<file path="config.mk">
export PLATFORM = sky130hd
export DESIGN_NAME = ps2_keyboard_rx
export DESIGN_NICKNAME = d
export VERILOG_FILES = /design/src/rtl/ps2_keyboard_rx_pkg.sv /design/src/rtl/ps2_event_fifo.sv /design/src/rtl/ps2_keyboard_rx.sv
export SDC_FILE = /design/constraint.sdc
export NUM_CORES = 1
export LEC_CHECK = 0
export CAP_MARGIN = 40
export CORE_ASPECT_RATIO = 1.5
export CORE_MARGIN = 2
export CORE_UTILIZATION = 65
export CTS_CLUSTER_DIAMETER = 100
export DETAILED_ROUTE_END_ITERATION = 10
export PLACE_DENSITY = 0.85
export REMOVE_ABC_BUFFERS = 1
export SYNTH_ARGS = -nofsm -noshare
export SYNTH_HDL_FRONTEND = slang
export SYNTH_SLANG_ARGS = --single-unit
</file>
<file path="constraint.sdc">
create_clock -name clk -period 6.3 [get_ports clk]
set_input_delay 0.63 -clock clk [delete_from_list [all_inputs] [get_ports clk]]
set_output_delay 0.63 -clock clk [all_outputs]
set_load 0.03 [all_outputs]
</file>
<file path="src/rtl/ps2_keyboard_rx_pkg.sv">
// Shared definitions for the PS/2 keyboard receiver: FSM encoding, prefix
// byte values and the layout of a buffered key event.
package ps2_defs;

  typedef enum logic [1:0] {
    ST_IDLE,
    ST_DATA,
    ST_PARITY,
    ST_STOP
  } ps2_state_e;

  localparam logic [7:0] PS2_EXT = 8'hE0;
  localparam logic [7:0] PS2_BRK = 8'hF0;

  localparam int EV_W        = 10;
  localparam int EV_CODE_LSB = 0;
  localparam int EV_REL_BIT  = 8;
  localparam int EV_EXT_BIT  = 9;

  typedef struct packed {
    logic       ext;
    logic       rel;
    logic [7:0] code;
  } ps2_ev_t;

  // Odd parity: data bits plus parity bit must contain an odd number of ones.
  function automatic logic odd_parity_ok(input logic [7:0] d, input logic p);
    return ^{d, p};
  endfunction

endpackage

</file>
<file path="src/rtl/ps2_event_fifo.sv">
// Small synchronous FIFO with a combinational head; a push into a full FIFO
// only lands when a pop frees a slot in the same cycle, else it is dropped.
module ps2_event_fifo #(
  parameter int DEPTH = 4,
  parameter int WIDTH = 10
) (
  input  logic             clk,
  input  logic             reset,
  input  logic             push_i,
  input  logic [WIDTH-1:0] din_i,
  input  logic             pop_i,
  output logic [WIDTH-1:0] dout_o,
  output logic             empty_o,
  output logic             full_o,
  output logic             drop_o
);

  localparam int AW = $clog2(DEPTH);
  localparam int CW = AW + 1;

  logic [WIDTH-1:0] mem_q [DEPTH];
  logic [AW-1:0]    wr_q, rd_q;
  logic [CW-1:0]    cnt_q, cnt_d;
  logic             do_push, do_pop;

  assign empty_o = (cnt_q == '0);
  assign full_o  = (cnt_q == CW'(DEPTH));
  assign dout_o  = mem_q[rd_q];

  assign do_pop  = pop_i && !empty_o;
  assign do_push = push_i && (!full_o || do_pop);
  assign drop_o  = push_i && full_o && !do_pop;

  always_comb begin
    cnt_d = cnt_q;
    case ({do_push, do_pop})
      2'b10:   cnt_d = cnt_q + CW'(1);
      2'b01:   cnt_d = cnt_q - CW'(1);
      default: cnt_d = cnt_q;
    endcase
  end

  always_ff @(posedge clk or posedge reset) begin
    if (reset) begin
      wr_q  <= '0;
      rd_q  <= '0;
      cnt_q <= '0;
      for (int i = 0; i < DEPTH; i++) mem_q[i] <= '0;
    end else begin
      cnt_q <= cnt_d;
      if (do_push) begin
        mem_q[wr_q] <= din_i;
        wr_q        <= wr_q + AW'(1);
      end
      if (do_pop) rd_q <= rd_q + AW'(1);
    end
  end

endmodule

</file>
<file path="src/rtl/ps2_keyboard_rx.sv">
// PS/2 device-to-host receiver: pin sync and clock deglitch, 11-bit frame
// decode with timeout, E0/F0 prefix folding and an event FIFO.
module ps2_keyboard_rx
  import ps2_defs::*;
#(
  parameter int CLK_HZ     = 25000000,
  parameter int FILTER_LEN = 8,
  parameter int TIMEOUT_US = 2000,
  parameter int FIFO_DEPTH = 4
) (
  input  logic       clk,
  input  logic       reset,
  input  logic       ps2clk,
  input  logic       ps2dat,
  output logic       ev_valid,
  input  logic       ev_ready,
  output logic [7:0] ev_code,
  output logic       ev_ext,
  output logic       ev_release,
  output logic       frame_err,
  output logic       overrun
);

  localparam int TO_CYC = CLK_HZ / 1000000 * TIMEOUT_US;
  localparam int TOW    = $clog2(TO_CYC + 1);
  localparam int FW     = $clog2(FILTER_LEN + 1);

  logic [1:0]    clk_s_q, dat_s_q;
  logic          filt_q, filt_d;
  logic [FW-1:0] fcnt_q, fcnt_d;
  logic          fall, dat;

  ps2_state_e    state_q, state_d;
  logic [2:0]    bitcnt_q, bitcnt_d;
  logic [7:0]    shreg_q, shreg_d;
  logic          par_ok_q, par_ok_d;
  logic [TOW-1:0] to_q, to_d;
  logic          byte_vld_q, byte_vld_d;
  logic          err;

  logic          ext_q, ext_d, rel_q, rel_d;
  logic          push, empty, full, drop;
  logic          frame_err_q, overrun_q;
  ps2_ev_t       ev_in;
  logic [EV_W-1:0] head;

  assign dat = dat_s_q[1];

  // Filtered clock flips only after FILTER_LEN consecutive disagreeing samples.
  always_comb begin
    filt_d = filt_q;
    fcnt_d = '0;
    fall   = 1'b0;
    if (clk_s_q[1] != filt_q) begin
      if (fcnt_q == FW'(FILTER_LEN - 1)) begin
        filt_d = ~filt_q;
        fall   = filt_q;
      end else begin
        fcnt_d = fcnt_q + FW'(1);
      end
    end
  end

  always_comb begin
    state_d    = state_q;
    bitcnt_d   = bitcnt_q;
    shreg_d    = shreg_q;
    par_ok_d   = par_ok_q;
    to_d       = to_q;
    byte_vld_d = 1'b0;
    err        = 1'b0;
    if (fall) begin
      to_d = TOW'(TO_CYC);
      case (state_q)
        ST_IDLE: begin
          if (!dat) begin
            state_d  = ST_DATA;
            bitcnt_d = 3'd0;
          end
        end
        ST_DATA: begin
          shreg_d  = {dat, shreg_q[7:1]};
          bitcnt_d = bitcnt_q + 3'd1;
          if (bitcnt_q == 3'd7) state_d = ST_PARITY;
        end
        ST_PARITY: begin
          par_ok_d = odd_parity_ok(shreg_q, dat);
          state_d  = ST_STOP;
        end
        ST_STOP: begin
          if (dat && par_ok_q) byte_vld_d = 1'b1;
          else                 err        = 1'b1;
          state_d = ST_IDLE;
        end
        default: state_d = ST_IDLE;
      endcase
    end else if (state_q != ST_IDLE) begin
      if (to_q == '0) begin
        state_d = ST_IDLE;
        err     = 1'b1;
      end else begin
        to_d = to_q - TOW'(1);
      end
    end
  end

  // shreg_q is stable in the cycle after STOP, so it doubles as the byte latch.
  always_comb begin
    ext_d = ext_q;
    rel_d = rel_q;
    push  = 1'b0;
    if (err) begin
      ext_d = 1'b0;
      rel_d = 1'b0;
    end else if (byte_vld_q) begin
      if (shreg_q == PS2_EXT) begin
        ext_d = 1'b1;
      end else if (shreg_q == PS2_BRK) begin
        rel_d = 1'b1;
      end else begin
        push  = 1'b1;
        ext_d = 1'b0;
        rel_d = 1'b0;
      end
    end
  end

  assign ev_in = '{ext: ext_q, rel: rel_q, code: shreg_q};

  always_ff @(posedge clk or posedge reset) begin
    if (reset) begin
      clk_s_q     <= 2'b11;
      dat_s_q     <= 2'b11;
      filt_q      <= 1'b1;
      fcnt_q      <= '0;
      state_q     <= ST_IDLE;
      bitcnt_q    <= '0;
      shreg_q     <= '0;
      par_ok_q    <= 1'b0;
      to_q        <= TOW'(TO_CYC);
      byte_vld_q  <= 1'b0;
      ext_q       <= 1'b0;
      rel_q       <= 1'b0;
      frame_err_q <= 1'b0;
      overrun_q   <= 1'b0;
    end else begin
      clk_s_q     <= {clk_s_q[0], ps2clk};
      dat_s_q     <= {dat_s_q[0], ps2dat};
      filt_q      <= filt_d;
      fcnt_q      <= fcnt_d;
      state_q     <= state_d;
      bitcnt_q    <= bitcnt_d;
      shreg_q     <= shreg_d;
      par_ok_q    <= par_ok_d;
      to_q        <= to_d;
      byte_vld_q  <= byte_vld_d;
      ext_q       <= ext_d;
      rel_q       <= rel_d;
      frame_err_q <= err;
      overrun_q   <= drop;
    end
  end

  ps2_event_fifo #(
    .DEPTH(FIFO_DEPTH),
    .WIDTH(EV_W)
  ) u_fifo (
    .clk    (clk),
    .reset  (reset),
    .push_i (push),
    .din_i  (ev_in),
    .pop_i  (ev_ready),
    .dout_o (head),
    .empty_o(empty),
    .full_o (full),
    .drop_o (drop)
  );

  assign ev_valid   = !empty;
  assign ev_code    = head[EV_CODE_LSB +: 8];
  assign ev_release = head[EV_REL_BIT];
  assign ev_ext     = head[EV_EXT_BIT];
  assign frame_err  = frame_err_q;
  assign overrun    = overrun_q;

endmodule
</file>
==> results.txt, run 1 <==
status - finished clean
Seq pwr share - 0.562
count leader, synth - dfrtp_1
top cells by count, synth - dfrtp_1, mux2_2, nand2_1
post-CTS setup buffer count - 0
DP Wirelength - 5.33 mm
peak supply drop - 0.000197 V
Clk pwr share - 0.378
Die H - 104 µm
area delta synth->final - 11.3%
number of routed nets with antenna violations - 0
Synth Flop Type - dfrtp_1
ys async rst share - 1.00
Crit. Startpoint - to_q[2]
total gr overflow - 0
register area share after synthesis - 0.529
synth warn - 0
Slowest-stage cell, CP - nor4bb_2
total negative slack - 0 ns
crit-path cells - nor4_1 > nor4bb_2 > buf_4 > a211oi_2 > inv_1 > ha_1 > inv_1 > fa_1 > xor2_1 > nor2_1 > xor2_1
Hold Fails Final Rpt - 0
# placed instances - 435
hold-fix buffers at CTS - 0
startpoint class of the critical path - register
Pwr Density - 227 nW/µm²
I/O Pins - 18
fin crit share - 0.548
ranking of synthesized cells by area - dfrtp_1, mux2_2, dfstp_2
CP Max Fanout - 10
synthesized flop and latch total - 91
Starting Density - 0.667
worst slew pin tran - 0.790 ns
EDFF count, synth - 0
Worst Setup End Kind - register
clock tree buffer depth - 2
fmax - 0.290 GHz
number of fill cells - 425
unique cell type count in the Yosys netlist - 48
Post-Layout Cell Count - 450
initial antenna violation count - 0
CTS tree - yes
crit-path max cell delay - 0.82 ns
CTS HTree Levels - 3
Total GRT Usage - 0.233
Rel. slew slack - 0.466
Mapped Cells - 351
unrepaired setup endpoints after global routing - no
combinational share of power - 0.060
Util after Layout - 0.742
Placer Congestion - 0.812
number of I/O port buffers - 17
die area - 7340 µm²
core area - 6490 µm²
Layout Skew - 0.00519 ns
final wirelength - 7.52 mm
# clock sinks - 91
TritonRoute pass-1 iters - 4
Via density - 5.87
Reg clk slew, reported paths - 0.08 ns
post-route minimum period - 3.45 ns
DRC Markers - 0
largest net degree at the start of global routing - 54
hold wc startpoint - clk_s_q[0]
Synth area leader - dfrtp_1
Chip Width - 70.6 µm
HP Class - register to register
Initial DRC Count - 191
Avg WL per Cell - 16.7 µm
worst skew pair latency - 0.36 ns
max-slew violation count - 0
root buf cell - clkbuf_8
switching share of power - 0.219
Mapped Area - 4330 µm²
number of global-route vias before repair - 2853
post-CTS sizing - 0
Rows - 36
switching power - 0.000239 W
layout cells sized above 1 - 0.257
first-pass GRT wire length - 13.3 mm
syn avg cell area - 12.3 µm²
setup violators final - 0
kind of critical path - register to register
fin nets - 390
DR vias - 2640
clock buffer count from CTS - 9
Arrival @ worst endpoint - 3.73 ns
Internal - 0.000853 W
leakage power - 2.25 nW
Ant. Diodes - 0
maxcap violations - 0
reg-to-reg critical path startpoint - to_q[2]
data required time at the worst endpoint - 6.58 ns
Yosys top cell area share - 0.463
routing by layer:
layer | global-route usage | part of all wire | vias to the layer above
li1 | - | - | 1267
met1 | 0.286 | 0.42 | 1312
met2 | 0.389 | 0.53 | 44
met3 | 0.0310 | 0.020 | 17
met4 | 0.137 | 0.030 | 0
met5 | 0 | 0 | -
worst max-delay path: cells and delay by family, from the launching register on:
family                   cells  cell delay [ns]
AND/OR/NAND/NOR              3             1.48
adder cells (fa/ha/maj)      2             0.54
buffers and inverters        3             0.43
AO/OA/AOI/OAI                1             0.16
flip-flops                   1             0.43
XOR/XNOR                     2             0.33
power by group through the flow:
stage / sequential [W] / clock [W] / combinational (W)
global route: 0.000617 / 0.000445 / 0.0000764
detailed placement: 0.000626 / 0 / 0.0000656
CTS: 0.000614 / 0.000422 / 0.0000665
finish: 0.000614 / 0.000413 / 0.0000654
global placement: 0.000624 / 0 / 0.0000617
floorplan: 0.000623 / 0 / 0.0000459
registers in the layout, indices dropped and copies added, names as in the netlist, 2 cells and up:
| name | flops |
|---|---|
| to_q | 16 |
| u_fifo.wr_q | 2 |
| u_fifo.mem_q | 40 |
| bitcnt_q | 3 |
| u_fifo.cnt_q | 3 |
| clk_s_q | 2 |
| dat_s_q | 2 |
| u_fifo.rd_q | 2 |
| fcnt_q | 4 |
| shreg_q | 8 |
| state_q | 2 |
cell type report:
cell class	count	area (µm²)	area share
multi-input combinational	231	1930	0.401
clock buffer	14	183	0.0379
inverter	15	57.6	0.0120
tap	76	95.1	0.0198
sequential	91	2290	0.476
clock inverter	1	30.0	0.00624
timing repair buffer	22	228	0.0473
metrics by stage:
step / setup WS [ns] / hold slack (ns) / area (µm²) / total power (W)
finish: 2.85 / 0.357 / 4810 / 0.00109
CTS: 2.84 / 0.359 / 4810 / 0.00110
global route: 2.45 / 0.363 / 4810 / 0.00114
detailed placement: 2.84 / 0.347 / 4600 / 0.000691
floorplan: 2.41 / 0.345 / 4270 / 0.000669
global placement: 2.99 / 0.346 / 4570 / 0.000686
final timing paths:
| path | endpoint | slack, ns | cells after the start |
|---|---|---|---|
| worst max register to register | u_fifo.cnt_q[2] | 2.85 | 11 |
| min in group asynchronous | u_fifo.mem_q[9] | 0.52 | 2 |
| worst min-delay path | clk_s_q[1] | 0.36 | 0 |
| max in group asynchronous | dat_s_q[0] | 4.82 | 4 |
| worst max-delay path | u_fifo.cnt_q[2] | 2.85 | 11 |
| worst min register to register | clk_s_q[1] | 0.36 | 0 |
cells by family after synthesis:
kind of cell    Yosys count  share of synthesized area
fa+ha+maj                15                     0.0451
mux                      58                      0.177
compound gates           32                     0.0480
flops                    91                      0.529
simple gates             97                      0.116
buf+inv                  29                     0.0257
xor+xnor                 29                     0.0587
placed cells by master (no fill, tap or decap), drive strengths merged, types with 5 or more instances in the layout:
cell type      netlist  layout
inv                 15      14
xnor2               25      25
dfrtp               80      80
nor3                 6       6
nand2               32      32
mux2                47      47
clkdlybuf4s50        0      17
clkbuf               9      14
mux4                10      10
nor2                21      21
nand3                7       7
buf                  5       5
o21ai                8       8
nor4                 6       6
a21oi               10      10
dfstp               11      11
ha                  14      14
(Power assumes the default switching activity.)
==> run 2: changes to the inputs <==
--- a/config.mk
+++ b/config.mk
@@ -8,10 +8,10 @@
 export CAP_MARGIN = 40
 export CORE_ASPECT_RATIO = 1.5
 export CORE_MARGIN = 2
-export CORE_UTILIZATION = 65
+export CORE_UTILIZATION = 60
 export CTS_CLUSTER_DIAMETER = 100
 export DETAILED_ROUTE_END_ITERATION = 10
-export PLACE_DENSITY = 0.85
+export PLACE_DENSITY = 0.79
 export REMOVE_ABC_BUFFERS = 1
 export SYNTH_ARGS = -nofsm -noshare
 export SYNTH_HDL_FRONTEND = slang
==> constraint.sdc (replaced) <==
create_clock -name clk -period 3.59 [get_ports clk]
set_input_delay 0.359 -clock clk [delete_from_list [all_inputs] [get_ports clk]]
set_output_delay 0.359 -clock clk [all_outputs]
set_load 0.03 [all_outputs]
==> run 2 against run 1 <==
Net effect: highest routed layer unchanged; flip-flop and latch count did not move; via count rose by 1.7%; final cell count rose by 0.89%; clock power rose by 53%; hold slack improved by 0.0027 ns; clock skew rose by 0.0019 ns; non-clock buffer count rose by 1; critical path type unchanged; critical path depth did not move; routed wire length rose by 3.1%.
==> results.txt, run 2 (same netlist as run 1, synthesis figures left out) <==
Util after Layout - 0.687
met2 wire length - 4.12 mm
startpoint class of the critical path - register
# placed instances - 438
max-slew violation count - 0
DR vias - 2684
post-route minimum period - 2.99 ns
hold-fix buffers at CTS - 0
DP Wirelength - 5.54 mm
hold wc startpoint - dat_s_q[0]
largest registers - u_fifo.mem_q x40, to_q x16, shreg_q x8
clock buffer count from CTS - 9
area delta synth->final - 10.3%
Initial DRC Count - 135
number of routed nets with antenna violations - 0
Hold Fails Final Rpt - 0
Placer Congestion - 0.817
Crit. Startpoint - to_q[2]
final instance area - 4770 µm²
peak supply drop - 0.000258 V
unrepaired setup endpoints after global routing - no
number of global-route vias before repair - 2806
core area - 6940 µm²
WP buf/inv - 3
DRC Markers - 0
fin nets - 391
Die H - 108 µm
die area - 7920 µm²
leakage power - 2.23 nW
TritonRoute pass-1 iters - 4
Layout Skew - 0.00710 ns
Hold Slack - 0.360 ns
number of I/O port buffers - 17
Rows - 37
clock tree buffer depth - 2
wire length on met1 - 3.21 mm
CTS HTree Levels - 3
# clock sinks - 91
WL met3 - 190 µm
fmax - 0.334 GHz
Ant. Diodes - 0
largest net degree at the start of global routing - 48
fin crit share - 0.834
Via density - 5.91
Rel. slew slack - 0.442
setup violators final - 0
number of fill cells - 501
crit-path cells - nor4_1 > nor4bb_2 > buf_4 > a211oi_2 > inv_1 > ha_1 > inv_1 > fa_1 > xor2_1 > nor2_1 > xor2_1
max reg flops - 40
final wirelength - 7.75 mm
Post-Layout Cell Count - 454
root buf cell - clkbuf_8
kind of critical path - register to register
status - finished clean
post-CTS sizing - 0
Starting Density - 0.623
most frequent cells in the layout - dfrtp_1, mux2_2, nand2_1
total gr overflow - 0
Post-DP Area - 4590 µm²
Reg clk slew, reported paths - 0.08 ns
HP Class - register to register
layout cells sized above 1 - 0.261
Total GRT Usage - 0.220
Chip Width - 73.3 µm
Pwr Density - 382 nW/µm²
first-pass GRT wire length - 13.2 mm
FF+latch area - 2290 µm²
worst slew pin tran - 0.833 ns
Slowest-stage cell, CP - nor4_1
register name with the most flops - u_fifo.mem_q
worst skew pair latency - 0.36 ns
Avg WL per Cell - 17.1 µm
CP Max Fanout - 12
multi-input logic area - 1930 µm²
Worst Setup End Kind - register
Arrival @ worst endpoint - 3.28 ns
data required time at the worst endpoint - 3.88 ns
CTS tree - yes
post-CTS setup buffer count - 0
initial antenna violation count - 0
r2r setup slk - 0.60 ns
most common cell after layout, fill and taps aside - dfrtp_1
top sig layer - met4
total negative slack - 0 ns
maxcap violations - 0
Top Family by Delay on Critical Path - simple AND/OR/NAND/NOR gates
I/O Pins - 18
reg-to-reg critical path startpoint - to_q[2]
crit-path max cell delay - 0.54 ns
[run 2: changes by cell type in the layout (fill, tap and decap cells not counted)]
cell / delta
clkinvlp_4: +2
buf_4: +2
buf_16: -1
clkinv_2: +2
bufinv_16: -1
clkbuf_8: -2
[run 2: worst reg2reg max path, delay by kind of cell (launching register included)]
kind | cells | cell delay [ns]
compound gates | 1 | 0.17
simple gates | 3 | 1.08
xor+xnor | 2 | 0.30
buf+inv | 3 | 0.39
fa+ha+maj | 2 | 0.54
flops | 1 | 0.43
[run 2: area by class of cell]
class / count / share of cell area
inverter: 15 / 0.0121
clock inverter: 4 / 0.00524
sequential: 91 / 0.480
timing repair buffer: 23 / 0.0451
tap: 78 / 0.0205
multi-input combinational: 231 / 0.405
clock buffer: 12 / 0.0325
[run 2: routing by layer]
layer	vias to the layer above	GRT usage
met5	-	0
met4	0	0.122
li1	1275	-
met3	17	0.0391
met1	1352	0.259
met2	40	0.376
[run 2: final timing paths]
kind | end | cells past startpoint
setup reg to reg | u_fifo.cnt_q[2] | 11
hold reg to reg | dat_s_q[1] | 0
setup / recovery | u_fifo.cnt_q[2] | 11
min in group asynchronous | u_fifo.cnt_q[2] | 2
max in group asynchronous | u_fifo.mem_q[23] | 3
hold / removal | dat_s_q[1] | 0
[run 2: metrics by stage]
step | power, W | setup slack [ns]
2_1_floorplan | 0.00117 | -0.298
3_3_place_gp | 0.00121 | 0.684
3_5_place_dp | 0.00121 | 0.639
4_1_cts | 0.00184 | 0.609
5_1_grt | 0.00191 | 0.400
6_report | 0.00182 | 0.597
[run 2: power by group]
part           leakage (nW)  switching, W  internal (W)
Clock                0.0884      0.000343      0.000287
Combinational         0.922     0.0000693     0.0000463
Sequential             1.22     0.0000228       0.00106
Total                  2.23      0.000435       0.00139
==> run 3: changes to the inputs <==
--- a/config.mk
+++ b/config.mk
@@ -8,10 +8,10 @@
 export CAP_MARGIN = 40
 export CORE_ASPECT_RATIO = 1.5
 export CORE_MARGIN = 2
-export CORE_UTILIZATION = 60
+export CORE_UTILIZATION = 54
 export CTS_CLUSTER_DIAMETER = 100
 export DETAILED_ROUTE_END_ITERATION = 10
-export PLACE_DENSITY = 0.79
+export PLACE_DENSITY = 0.75
 export REMOVE_ABC_BUFFERS = 1
 export SYNTH_ARGS = -nofsm -noshare
 export SYNTH_HDL_FRONTEND = slang
==> constraint.sdc (replaced) <==
create_clock -name clk -period 2.6 [get_ports clk]
set_input_delay 0.26 -clock clk [delete_from_list [all_inputs] [get_ports clk]]
set_output_delay 0.26 -clock clk [all_outputs]
set_load 0.03 [all_outputs]
==> run 3 against run 2 <==
Net effect: first-iteration DRC count increased by 8.9%; clock power increased by 95%; combinational power increased by 51%; cell area increased by 6.2%.
==> results.txt, run 3 (same netlist as run 1, synthesis figures left out) <==
status - finished clean
initial antenna violation count - 0
kind of critical path - register to register
Initial DRC Count - 147
first-pass GRT wire length - 14.1 mm
post-route minimum period - 2.55 ns
data required time at the worst endpoint - 2.82 ns
total negative slack - 0 ns
worst slew pin tran - 0.624 ns
max-slew violation count - 0
leakage power - 2.37 nW
number of global-route vias before repair - 2968
number of fill cells - 652
die area - 8760 µm²
Critical R2R Capture - u_fifo.cnt_q[2]
WP buf/inv - 3
# placed instances - 481
HP Class - primary input to async pin
clock tree buffer depth - 2
CTS tree - yes
Internal - 0.00223 W
r2r setup slk - 0.05 ns
combinational share of power - 0.060
Worst Setup End Kind - register
Starting Density - 0.547
clock buffer count from CTS - 9
maxcap violations - 0
Power, Total - 0.00290 W
Layout Skew - 0.00613 ns
crit-path cells - or4_4 > nor4bb_4 > buf_4 > a211oi_4 > inv_1 > ha_2 > inv_2 > fa_2 > xor2_1 > nor2_1 > xor2_1
final wirelength - 8.01 mm
I/O Pins - 18
Slowest-stage cell, CP - or4_4
Hold Fails Final Rpt - 0
largest registers - u_fifo.mem_q x40, to_q x16, shreg_q x8
fmax - 0.392 GHz
Rel. slew slack - 0.573
Rows - 40
Total GRT Usage - 0.207
unrepaired setup endpoints after global routing - yes
layout cells sized above 1 - 0.305
register name with the most flops - u_fifo.mem_q
startpoint class of the critical path - register
DR vias - 2741
crit-path max cell delay - 0.56 ns
final instance area - 5070 µm²
Util after Layout - 0.641
Chip Width - 77.1 µm
Ant. Diodes - 0
fin nets - 408
TritonRoute pass-1 iters - 4
Via density - 5.50
DP Wirelength - 5.71 mm
Avg WL per Cell - 16.1 µm
Seq pwr share - 0.514
number of routed nets with antenna violations - 0
area delta synth->final - 17.1%
Top Family by Delay on Critical Path - simple AND/OR/NAND/NOR gates
most common cell after layout, fill and taps aside - dfrtp_1
Clk pwr share - 0.426
switching share of power - 0.230
CP Max Fanout - 2
max reg flops - 40
Placer Congestion - 0.807
hold-fix buffers at CTS - 0
most frequent CP cell - xor2_1
Die H - 114 µm
Post-Layout Cell Count - 498
total gr overflow - 0
core area - 7910 µm²
Arrival @ worst endpoint - 2.77 ns
R2R cell count - 11
peak supply drop - 0.000382 V
largest net degree at the start of global routing - 29
# clock sinks - 91
worst skew pair latency - 0.34 ns
setup violators final - 0
DRC Markers - 0
number of I/O port buffers - 17
Pwr Density - 572 nW/µm²
fin crit share - 0.981
Post-DP Area - 4750 µm²
most frequent cells in the layout - dfrtp_1, mux2_2, nand2_1
root buf cell - clkbuf_16
CTS HTree Levels - 3
reg-to-reg critical path startpoint - to_q[12]
Reg clk slew, reported paths - 0.06 ns
switching power - 0.000666 W
-- run 3: power groups by stage --
stage          registers (W)  logic, W  clock network [W]
3_5_place_dp         0.00151  0.000172                  0
3_3_place_gp         0.00151  0.000166                  0
4_1_cts              0.00149  0.000175            0.00127
2_1_floorplan        0.00151  0.000111                  0
5_1_grt              0.00149  0.000203            0.00133
6_report             0.00149  0.000175            0.00123
-- run 3: worst register-to-register path, delay by kind of cell (launching register included) --
| family | cells | cell delay (ns) |
|---|---|---|
| DFF | 1 | 0.38 |
| xor gates and xnor gates | 2 | 0.32 |
| buffers and inverters | 3 | 0.27 |
| AOI/OAI and AO/OA | 1 | 0.06 |
| adders and majority gates | 2 | 0.50 |
| and+or+nand+nor | 3 | 0.90 |
-- run 3: worst max path at each step --
stage	cells after the start	end	start
final	11	u_fifo.cnt_q[2]	to_q[12]
after CTS	11	u_fifo.cnt_q[2]	to_q[10]
after floorplan	10	u_fifo.cnt_q[2]	to_q[10]
after global placement	11	u_fifo.cnt_q[2]	ev_ready
after detailed placement	11	u_fifo.cnt_q[2]	ev_ready
after global routing	11	u_fifo.cnt_q[2]	to_q[12]
-- run 3: final cells by class --
class,count,area [µm²],share of cell area
well taps,105,131,0.0259
clock inverters,5,37.5,0.00741
repair buffers,40,343,0.0676
inverters,15,57.6,0.0114
flip-flops and latches,91,2290,0.452
multi-input cells,231,1960,0.386
clock buffers,11,253,0.0499
-- run 3: routing by layer --
| metal | vias up | part of all wire | track usage |
|---|---|---|---|
| li1 | 1301 | - | - |
| met1 | 1391 | 0.41 | 0.241 |
| met2 | 33 | 0.55 | 0.367 |
| met3 | 16 | 0.020 | 0.0332 |
| met4 | 0 | 0.028 | 0.110 |
| met5 | - | 0 | 0 |
-- run 3: repair_timing --
action | in CTS | in global routing
buffers inserted | 0 | 1
endpoints found under the setup margin | 1 | 1
gates resized for setup | 3 | 3
hold endpoints to repair | 0 | 0
pin swaps | 3 | 3
-- run 3: per-stage QoR --
stage | worst slack (ns) | hold WS [ns]
after CTS | 0.00953 | 0.259
after global placement | -0.0330 | 0.345
after floorplan | -1.29 | 0.264
final | 0.0505 | 0.246
after global routing | -0.0895 | 0.289
after detailed placement | -0.0771 | 0.347
